<file path="config.mk">
export PLATFORM = sky130hd
export DESIGN_NAME = ap_mult_rr_sched
export DESIGN_NICKNAME = d
export VERILOG_FILES = /design/src/rtl/ap_mult_pkg.sv /design/src/rtl/ap_mult_rsp_fifo.sv /design/src/rtl/ap_mult_rr_sched.sv
export SDC_FILE = /design/constraint.sdc
export NUM_CORES = 1
export LEC_CHECK = 0
export BUFFER_PORTS_ARGS = -buffer_cell sky130_fd_sc_hd__buf_2
export CORE_MARGIN = 4
export CORE_UTILIZATION = 50
export CTS_CLUSTER_SIZE = 40
export DETAILED_ROUTE_END_ITERATION = 8
export PLACE_DENSITY = 0.76
export SYNTH_ARGS = -nofsm -noshare
export SYNTH_HDL_FRONTEND = slang
export SYNTH_SLANG_ARGS = --single-unit
</file>
<file path="constraint.sdc">
create_clock -name clk -period 2.85 [get_ports clk]
set_input_delay 0.285 -clock clk [delete_from_list [all_inputs] [get_ports clk]]
set_output_delay 0.285 -clock clk [all_outputs]
set_load 0.05 [all_outputs]
</file>
<file path="src/rtl/ap_mult_pkg.sv">
// ap_mult_pkg
//   Shared definitions for the approximate-multiplier round-robin scheduler.
//   DEF_NREQ / DEF_W are the default requester count and operand width. The
//   response record ap_rsp_t is sized from these defaults, so an instance
//   overriding NREQ or W must be paired with matching package values.
package ap_mult_pkg;

  localparam int DEF_NREQ = 4;
  localparam int DEF_W    = 8;
  localparam int ID_W     = $clog2(DEF_NREQ);

  // One result as it travels through the product pipeline and the FIFO.
  typedef struct packed {
    logic [ID_W-1:0]    id;
    logic [2*DEF_W-1:0] p;
  } ap_rsp_t;

endpackage

</file>
<file path="src/rtl/ap_mult_rsp_fifo.sv">
// ap_mult_rsp_fifo
//   Synchronous FIFO of ap_rsp_t results with a combinational head.
//   While empty, o_rd_data keeps showing the last entry that was popped
//   (zero after reset), so the consumer-facing outputs never glitch to stale
//   storage contents.
// Ports
//   clk        clock, rising edge
//   rst_n      asynchronous active-low reset (empties the FIFO)
//   i_push     write i_wr_data (ignored when full)
//   i_wr_data  entry to write
//   i_pop      remove head entry (ignored when empty)
//   o_rd_data  head entry, or last popped entry while empty
//   o_full     DEPTH entries held
//   o_empty    no entries held
//   o_count    number of entries held
module ap_mult_rsp_fifo
  import ap_mult_pkg::*;
#(
  parameter  int DEPTH = 4,
  localparam int PTR_W = (DEPTH > 1) ? $clog2(DEPTH) : 1,
  localparam int CNT_W = $clog2(DEPTH + 1)
) (
  input  logic             clk,
  input  logic             rst_n,
  input  logic             i_push,
  input  ap_rsp_t          i_wr_data,
  input  logic             i_pop,
  output ap_rsp_t          o_rd_data,
  output logic             o_full,
  output logic             o_empty,
  output logic [CNT_W-1:0] o_count
);

  ap_rsp_t          r_mem [DEPTH];
  logic [PTR_W-1:0] r_wr_ptr;
  logic [PTR_W-1:0] r_rd_ptr;
  logic [CNT_W-1:0] r_count;
  ap_rsp_t          r_last;
  logic             w_push;
  logic             w_pop;

  // Indices wrap at DEPTH, which need not be a power of two.
  function automatic logic [PTR_W-1:0] ptr_inc(input logic [PTR_W-1:0] p);
    return (p == PTR_W'(DEPTH - 1)) ? '0 : p + PTR_W'(1);
  endfunction

  assign o_full  = (r_count == CNT_W'(DEPTH));
  assign o_empty = (r_count == '0);
  assign o_count = r_count;
  assign w_push  = i_push & ~o_full;
  assign w_pop   = i_pop & ~o_empty;

  assign o_rd_data = o_empty ? r_last : r_mem[r_rd_ptr];

  // Storage carries no reset; occupancy is tracked by the pointers alone.
  always_ff @(posedge clk) begin
    if (w_push) begin
      r_mem[r_wr_ptr] <= i_wr_data;
    end
  end

  always_ff @(posedge clk or negedge rst_n) begin
    if (!rst_n) begin
      r_wr_ptr <= '0;
      r_rd_ptr <= '0;
      r_count  <= '0;
      r_last   <= '0;
    end else begin
      if (w_push) begin
        r_wr_ptr <= ptr_inc(r_wr_ptr);
      end
      if (w_pop) begin
        r_rd_ptr <= ptr_inc(r_rd_ptr);
        r_last   <= r_mem[r_rd_ptr];
      end
      case ({w_push, w_pop})
        2'b10:   r_count <= r_count + CNT_W'(1);
        2'b01:   r_count <= r_count - CNT_W'(1);
        default: ;
      endcase
    end
  end

endmodule

</file>
<file path="src/rtl/ap_mult_rr_sched.sv">
// ap_mult_rr_sched
//   Round-robin scheduler sharing one external combinational approximate
//   multiplier core among NREQ requesters. The winner's operands are
//   registered onto core_a/core_b, the product is captured with the requester
//   ID and delayed through LAT-1 stages, then written into a response FIFO.
//   A credit counter (outstanding) admits at most FIFO_DEPTH operations in
//   flight, so no result is ever dropped under rsp_ready backpressure.
// Configuration macro
//   AP_MULT_EXACT_EN  adds req_exact; an accepted operation with its exact bit
//                     set takes core_a*core_b instead of core_p in stage 1.
// Ports
//   clk, rst_n            clock (rising) / asynchronous active-low reset
//   req_valid/req_ready   per-requester handshake, at most one ready bit high
//   req_a, req_b          packed operands, requester i in bits [i*W +: W]
//   req_exact             (AP_MULT_EXACT_EN only) per-requester exact select
//   core_a, core_b        registered operands to the approximate core
//   core_p                combinational core product
//   rsp_valid/rsp_ready   response handshake, rsp_id/rsp_p = FIFO head
//   busy                  at least one operation outstanding
module ap_mult_rr_sched
  import ap_mult_pkg::*;
#(
  parameter int NREQ       = DEF_NREQ,
  parameter int W          = DEF_W,
  parameter int LAT        = 2,
  parameter int FIFO_DEPTH = 4
) (
  input  logic              clk,
  input  logic              rst_n,
  input  logic [NREQ-1:0]   req_valid,
  output logic [NREQ-1:0]   req_ready,
  input  logic [NREQ*W-1:0] req_a,
  input  logic [NREQ*W-1:0] req_b,
`ifdef AP_MULT_EXACT_EN
  input  logic [NREQ-1:0]   req_exact,
`endif
  output logic [W-1:0]      core_a,
  output logic [W-1:0]      core_b,
  input  logic [2*W-1:0]    core_p,
  output logic              rsp_valid,
  input  logic              rsp_ready,
  output logic [ID_W-1:0]   rsp_id,
  output logic [2*W-1:0]    rsp_p,
  output logic              busy
);

  localparam int CNT_W = $clog2(FIFO_DEPTH + 1);
  localparam int SUM_W = ID_W + 1;

  logic [2*NREQ-1:0] w_req_dbl;
  logic [NREQ-1:0]   w_req_rot;
  logic              w_grant_vld;
  logic [ID_W-1:0]   w_grant_off;
  logic [SUM_W-1:0]  w_grant_sum;
  logic [ID_W-1:0]   w_grant_idx;
  logic              w_can_accept;
  logic              w_accept;
  logic              w_pop;
  logic [W-1:0]      w_op_a [NREQ];
  logic [W-1:0]      w_op_b [NREQ];
  logic [2*W-1:0]    w_prod;

  logic [ID_W-1:0]   r_ptr;
  logic [CNT_W-1:0]  r_outst;
  logic [W-1:0]      r_core_a;
  logic [W-1:0]      r_core_b;
  logic              r_op_vld;
  logic [ID_W-1:0]   r_op_id;
  logic [LAT-1:1]    r_stg_vld;
  ap_rsp_t           r_stg [1:LAT-1];

  ap_rsp_t           w_head;
  logic              w_fifo_full;
  logic              w_fifo_empty;
  logic [CNT_W-1:0]  w_fifo_count;
  logic              w_unused_fifo;

  for (genvar gi = 0; gi < NREQ; gi++) begin : g_unpack
    assign w_op_a[gi] = req_a[gi*W +: W];
    assign w_op_b[gi] = req_b[gi*W +: W];
  end

  // Rotate the request vector so bit 0 is the requester at the pointer;
  // the lowest set bit of the rotated vector is the round-robin winner.
  assign w_req_dbl = {req_valid, req_valid} >> r_ptr;
  assign w_req_rot = w_req_dbl[NREQ-1:0];

  always_comb begin
    w_grant_vld = 1'b0;
    w_grant_off = '0;
    for (int j = NREQ - 1; j >= 0; j--) begin
      if (w_req_rot[j]) begin
        w_grant_vld = 1'b1;
        w_grant_off = ID_W'(j);
      end
    end
  end

  assign w_grant_sum = {1'b0, r_ptr} + {1'b0, w_grant_off};
  assign w_grant_idx = (w_grant_sum >= SUM_W'(NREQ)) ?
                       ID_W'(w_grant_sum - SUM_W'(NREQ)) : w_grant_sum[ID_W-1:0];

  // Credits are checked against the registered count only, so a pop in the
  // same cycle never frees a slot for an accept in that cycle.
  assign w_can_accept = (r_outst < CNT_W'(FIFO_DEPTH));
  assign w_accept     = w_grant_vld & w_can_accept;
  assign req_ready    = w_accept ? (NREQ'(1) << w_grant_idx) : '0;
  assign w_pop        = rsp_valid & rsp_ready;

  always_ff @(posedge clk or negedge rst_n) begin
    if (!rst_n) begin
      r_ptr    <= '0;
      r_core_a <= '0;
      r_core_b <= '0;
      r_op_vld <= 1'b0;
      r_op_id  <= '0;
      r_outst  <= '0;
    end else begin
      r_op_vld <= w_accept;
      if (w_accept) begin
        r_ptr    <= (w_grant_idx == ID_W'(NREQ - 1)) ? '0 : w_grant_idx + ID_W'(1);
        r_core_a <= w_op_a[w_grant_idx];
        r_core_b <= w_op_b[w_grant_idx];
        r_op_id  <= w_grant_idx;
      end
      case ({w_accept, w_pop})
        2'b10:   r_outst <= r_outst + CNT_W'(1);
        2'b01:   r_outst <= r_outst - CNT_W'(1);
        default: ;
      endcase
    end
  end

`ifdef AP_MULT_EXACT_EN
  logic           r_op_exact;
  logic [2*W-1:0] w_exact;

  assign w_exact = {{W{1'b0}}, r_core_a} * {{W{1'b0}}, r_core_b};
  assign w_prod  = r_op_exact ? w_exact : core_p;

  always_ff @(posedge clk or negedge rst_n) begin
    if (!rst_n) begin
      r_op_exact <= 1'b0;
    end else if (w_accept) begin
      r_op_exact <= req_exact[w_grant_idx];
    end
  end
`else
  assign w_prod = core_p;
`endif

  // Stage 1 samples the core one cycle after the operands were registered;
  // stages 2..LAT-1 are pure delay so the FIFO write lands at accept+LAT.
  always_ff @(posedge clk or negedge rst_n) begin
    if (!rst_n) begin
      r_stg_vld <= '0;
      for (int s = 1; s < LAT; s++) begin
        r_stg[s] <= '0;
      end
    end else begin
      r_stg_vld[1] <= r_op_vld;
      r_stg[1].id  <= r_op_id;
      r_stg[1].p   <= w_prod;
      for (int s = 2; s < LAT; s++) begin
        r_stg_vld[s] <= r_stg_vld[s-1];
        r_stg[s]     <= r_stg[s-1];
      end
    end
  end

  ap_mult_rsp_fifo #(
    .DEPTH (FIFO_DEPTH)
  ) u_rsp_fifo (
    .clk       (clk),
    .rst_n     (rst_n),
    .i_push    (r_stg_vld[LAT-1]),
    .i_wr_data (r_stg[LAT-1]),
    .i_pop     (w_pop),
    .o_rd_data (w_head),
    .o_full    (w_fifo_full),
    .o_empty   (w_fifo_empty),
    .o_count   (w_fifo_count)
  );

  // The credit counter already bounds occupancy; the FIFO status is not needed.
  assign w_unused_fifo = w_fifo_full ^ (^w_fifo_count);

  assign core_a    = r_core_a;
  assign core_b    = r_core_b;
  assign rsp_valid = ~w_fifo_empty;
  assign rsp_id    = w_head.id;
  assign rsp_p     = w_head.p;
  assign busy      = (r_outst != '0);

endmodule

</file>
Word level (Yosys, flattened, before mapping)

Memories as Yosys holds them, arrays and structs flattened.
Cells that the tools add are included.

Shift-type cells: 2
Muxes and demuxes: 24
Add/sub/neg operators: 9
Equal/unequal tests: 8
Reduce and logical (&&, ||, !) cells: 4
Order comparisons: 3
Bitwise logic cells: 7

Operators with widths:

| kind                                                                  | number |
|---|---|
| 8-bit binary-select mux with 2-bit select                             | 2 |
| 8-bit two-way mux                                                     | 4 |
| 18-bit two-way mux                                                    | 1 |
| 2-bit two-way mux                                                     | 8 |
| 3-bit one-hot mux with 2 select lines                                 | 2 |
| 2-bit equality test, second input constant                            | 5 |
| 8-bit by 2-bit right shift with 4-bit output                          | 1 |
| 2-bit by 1-bit adder with 2-bit output, second input constant         | 3 |
| 3-bit by 1-bit adder with 3-bit output, second input constant         | 2 |
| 3-bit greater-or-equal comparator, second input constant              | 2 |
| 1-bit two-way mux                                                     | 6 |
| 3-bit by 1-bit subtractor with 3-bit output, second input constant    | 2 |
| 1-bit AND                                                             | 4 |
| 2-bit by 1-bit equality test with 1-bit output, second input constant | 2 |
| 4-bit two-way mux                                                     | 1 |
| 2-bit nonzero test                                                    | 2 |
| 1-bit by 2-bit << shifter with 4-bit output, first input constant     | 1 |
| 2-bit by 2-bit adder with 3-bit output                                | 1 |
| 3-bit equality test, second input constant                            | 1 |
| 3-bit zero test                                                       | 1 |
| 3-bit < comparator, second input constant                             | 1 |
| 2-bit NOT with 3-bit output                                           | 1 |
| 3-bit nonzero test                                                    | 1 |
| 1-bit NOT                                                             | 2 |
| 2-bit by 1-bit subtractor with 2-bit output, second input constant    | 1 |

Bits of input ports: 87
Bits in writable memories: 72
Output and inout port bits: 40
Logic and storage cells: 72
Memories kept: 1
Flip-flop bits (word level): 68

Memory list:

| memory           | words | width | read ports | clocked after Yosys merged registers in | wr ports | RTL line               | RTL |
|---|---|---|---|---|---|---|---|
| u_rsp_fifo.r_mem | 4     | 18    | 1          | 0                                       | 1        | ap_mult_rsp_fifo.sv:34 | `ap_rsp_t r_mem [DEPTH];` |

Logic depth before layout (Yosys ltp)

Depth after elaboration: 12
Mapped depth: 14
Gate-level depth less buffers: 12

By module

Synthesis repeated with hierarchy kept, for this count alone.

Cell total of the unflattened synthesis: 419
Area, all modules: 6475.0 µm²

Modules (own cells, without submodules):

| module           | cells each | times used | seq. area each (µm²) | area each (µm²) |
|---|---|---|---|---|
| ap_mult_rsp_fifo | 192        | 1          | 2787.7               | 3925.0 |
| ap_mult_rr_sched | 227        | 1          | 1076.0               | 2549.9 |

Least setup slack after synthesis

No wires, ideal clock.

Kind: reg2out
Start: register r_ptr[0]
End: output port req_ready[3]
Required time: 2565 ps
Path buffers: 2
Stages on the path, launching flop included: 13
Arrival time: 2849 ps
Slack: -284 ps
Cell sequence: dfrtp_1 buf_2 nor2b_1 a221oi_1 a21oi_1 or3_1 ha_1 xnor2_1 o31ai_4 buf_6 nand2_1 ha_1 and2_1

Word-level cells in the longest chain between the ends: 10
Elaborated cells between the ends (all ways): 16
Classes of those cells: add/sub: 2; order compare: 1; shift: 2; mux: 10; bitwise: 1

Ends and longest elaborated chain:

| element                                                                                          | RTL line                                         | RTL |
|---|---|---|
| start, declared                                                                                  | ap_mult_rr_sched.sv:63                           | `logic [ID_W-1:0] r_ptr;` |
| start signal, assigned                                                                           | ap_mult_rr_sched.sv:121                          | `r_ptr <= (w_grant_idx == ID_W'(NREQ - 1)) ? '0 : w_grant_idx + ID_W'(1);` |
| 8-bit by 2-bit right shift with 4-bit output                                                     | ap_mult_rr_sched.sv:85                           | `assign w_req_dbl = {req_valid, req_valid} >> r_ptr;` |
| 2-bit two-way mux (4 in series)                                                                  | ap_mult_rr_sched.sv:92                           | `if (w_req_rot[j]) begin` |
| 2-bit by 2-bit adder with 3-bit output (*)                                                       | ap_mult_rr_sched.sv:99                           | `assign w_grant_sum = {1'b0, r_ptr} + {1'b0, w_grant_off};` |
| 3-bit greater-or-equal comparator or 2-bit by 1-bit subtractor with 2-bit output (tied branches) | ap_mult_rr_sched.sv:100, ap_mult_rr_sched.sv:101 |  |
| 2-bit two-way mux (*)                                                                            | ap_mult_rr_sched.sv:100                          | `assign w_grant_idx = (w_grant_sum >= SUM_W'(NREQ)) ?` |
| via w_grant_idx[1]                                                                               | ap_mult_rr_sched.sv:55                           | `logic [ID_W-1:0] w_grant_idx;` |
| 1-bit by 2-bit << shifter with 4-bit output (*)                                                  | ap_mult_rr_sched.sv:107                          | `assign req_ready = w_accept ? (NREQ'(1) << w_grant_idx) : '0;` |
| 4-bit two-way mux (*)                                                                            | ap_mult_rr_sched.sv:107                          |  |
| end, declared                                                                                    | ap_mult_rr_sched.sv:31                           | `output logic [NREQ-1:0] req_ready,` |

Mark *: on every way through the listed nets, which the timed path passes. The rest lies on a longest branch.

Worst setup path in the final report

Start: register r_ptr[0]
End: output port req_ready[0]

The elaborated chain is that of the path after synthesis.

==> impl_metrics.tcl <==
set metrics [dict create \
    setup_ws_ns -0.1972 \
    cts-root-buf "clkbuf_16" \
    worst_hold_path_type "input pin to asynchronous set/reset pin" \
    synthCells 418 \
    area_growth_syn_to_layout_pct 30.30 \
    crit_fanout 4 \
    nets 686 \
    period_share_pct 106.9 \
    drc 0 \
    cts_tree "yes" \
    grt_pass1_vias 4374 \
    drive_gt1_share_pct 49.75 \
    cp.required_ns 2.57 \
    reg2reg_slack_ns 0.16 \
    grtUsageTotal_pct 19.45 \
    num_rows 41 \
    synth_edf_count 72 \
    p_total_w 0.01187 \
    setup_tns_ns -0.7204 \
    maxCapViolations 0 \
    overflow 0 \
    die_area_um2 14730 \
    numPortBuffers 126 \
    rsz0062_at_grt "yes" \
    slew_headroom_pct 40.53 \
    num_io_pins 127 \
    synthesis.nets 519 \
    yosysWarnings 0 \
    async_flop_share_pct 48.57 \
    dominantRegCellSynth "edfxtp_1" \
    finClkSkew_ns 0.007542 \
    cts_made_buffers 17 \
    grt_pass1_wl_um 21890 \
    h-tree-depth 4 \
    cp.arrival_ns 2.76 \
    die_y_um 121.4 \
    clk_latency_ns 0.40 \
    fp.coreArea_um2 12620 \
    tightestPinTransition_ns 0.8920 \
    ys_types 44 \
    antenna_found_initial 0 \
    gr-max-usage-layer "met2" \
    syn_avg_cell_area_um2 15.37 \
    layout_min_cycle_time_ns 3.047 \
    ys_ff_latch 140 \
    power.leakage_nw 3.391 \
    timing.hold.ws_ns 0.006131 \
    ys_seq_area_share_pct 60.14 \
    clock-sinks 140 \
    routed_via_density 5.309 \
    grt_use_met3_pct 6.620 \
    drv_slew 0 \
    crit_type "register to output pin" \
    outcome "finished, violations left" \
    vias 4083 \
    drt_wl_total_um 13420 \
    power.density_nw_per_um2 1417 \
    synthesis.area_um2 6425 \
    use_met1_pct 23.24 \
    drt_iter0_markers 203 \
    ant_nets 0 \
    met2_usage_pct 33.37 \
    wl_per_cell_um 17.45 \
    setup_violations 4 \
    initial_core_util_pct 50.91 \
    die_w_um 121.4 \
    grt_max_degree 69 \
    vdd_ir_drop_max_v 0.001215 \
    cts_buffer_depth 2 \
    max_freq_mhz 328.2 \
    dp_hpwl_um 8854 \
    endpoint_kind "output pin" \
    violations "setup timing" \
    dr.pass1.iters 4 \
    place_congestion 0.7760 \
    clk_pin_slew_ns 0.06 \
    cp-start-kind "register" \
    hold_violations 0 \
    n_antenna_cell 0 \
]
final cells by class:
class,instances,area [µm²]
multi-input cells,238,2477
clock buffers,20,446.7
inverters,14,55.05
repair buffers,174,1097
flip-flops and latches,140,3865
clock inverters,11,215.2
well taps,172,215.2
fillers,887,4248
worst paths after layout:
| kind | from | endpoint | cells after the start |
|---|---|---|---|
| min in group clk | req_a[10] | core_a[2] | 3 |
| min | rst_n | u_rsp_fifo.r_last[10] | 1 |
| min reg2reg | r_op_vld | r_stg_vld | 0 |
| max | r_ptr[0] | req_ready[0] | 14 |
| max in group asynchronous | rst_n | r_ptr[0] | 1 |
| max reg2reg | r_ptr[0] | core_b[1] | 13 |
per-layer routing:
metal | wire length [µm] | up-vias
met5 | 0 | -
met4 | 158 | 0
met1 | 5321 | 2002
met3 | 941 | 15
met2 | 6999 | 145
li1 | - | 1921
through the flow:
stage / utilization, % / std cells / setup slack, ns / area, µm²
final: 66.34 / 769 / -0.1972 / 8372
after global routing: 66.34 / 769 / -0.2884 / 8372
after CTS: 65.97 / 765 / -0.2602 / 8325
after detailed placement: 58.29 / 710 / -0.06487 / 7356
after global placement: 58.29 / 710 / 0.1014 / 7356
after floorplan: - / 418 / 0.01461 / 6511
cell families after synthesis:
group                    share of synthesized area (%)
flip-flops                                       60.14
AND/OR/NAND/NOR                                  8.238
AO/OA/AOI/OAI                                    11.22
multiplexers                                     13.11
buffers and inverters                            3.252
adder cells (fa/ha/maj)                          2.960
XOR/XNOR                                         1.091
state kept, by name (all words and copies together) (netlist names):
register             count
u_rsp_fifo.o_count       3
core_b                   8
u_rsp_fifo.r_rd_ptr      2
r_op_id                  2
r_ptr                    2
u_rsp_fifo.r_wr_ptr      2
core_a                   8
u_rsp_fifo.r_last       18
r_stg                   18
r_outst                  3
r_stg_vld                1
r_op_vld                 1
u_rsp_fifo.r_mem        72
power breakdown:
group | internal, W | switching [W]
Combinational | 0.00248 | 0.00381
Sequential | 0.00285 | 0.000289
Clock | 0.00166 | 0.000781
Total | 0.00698 | 0.00488
worst max-delay path, stage by stage, from the launching register on:
cell     delay (ns)
dfrtp_2        0.43
buf_6          0.12
nand2_1        0.06
nor2_1         0.04
a21oi_1        0.14
a21oi_1        0.10
or3_4          0.34
ha_4           0.20
xor2_4         0.17
nand4_4        0.13
nand2_4        0.13
inv_4          0.05
ha_4           0.15
and2_4         0.13
buf_8          0.14
timing repair:
| item | in CTS | in global routing |
|---|---|---|
| setup endpoints to repair | 6 | 17 |
| buffers inserted | 8 | 4 |
| hold endpoints to repair | 16 | 0 |
| pin swaps | 9 | 7 |
| hold buffers | 16 | 0 |
| gates cloned | 0 | 0 |
| gates resized for setup | 22 | 5 |
synthesized netlist by cell type, drive strengths merged, types with 2 or more instances:
master | n | area share (%)
mux2i | 2 | 0.31
or3 | 4 | 0.39
nor4 | 3 | 0.62
edfxtp | 72 | 34
xor2 | 5 | 0.68
nor3 | 2 | 0.16
nand2 | 28 | 1.6
o21ai | 7 | 0.60
nor2b | 36 | 3.5
a2111oi | 16 | 3.2
a221oi | 17 | 3.2
mux4 | 18 | 6.3
xnor2 | 3 | 0.41
buf | 18 | 2.0
inv | 14 | 0.82
a21o | 2 | 0.23
fa | 2 | 0.62
a21oi | 2 | 0.16
clkbuf | 8 | 0.47
mux2 | 37 | 6.5
o31ai | 18 | 3.1
and2 | 8 | 0.78
nor2 | 8 | 0.47
o21a | 2 | 0.35
a31oi | 2 | 0.43
dfrtp | 68 | 26
ha | 12 | 2.3
cell usage in the layout, fill, tap and decap left out, drive strengths merged, types with 5 or more instances in the layout:
cell	instances
clkbuf	20
o31ai	18
nor2b	36
ha	12
dlygate4sd3	16
mux2	37
xor2	5
edfxtp	72
and2	8
nor2	8
mux4	18
bufinv	6
buf	158
inv	15
a2111oi	16
a221oi	17
o21ai	7
nand2	28
dfrtp	68
Note: power is estimated with default switching activity, not from simulation.
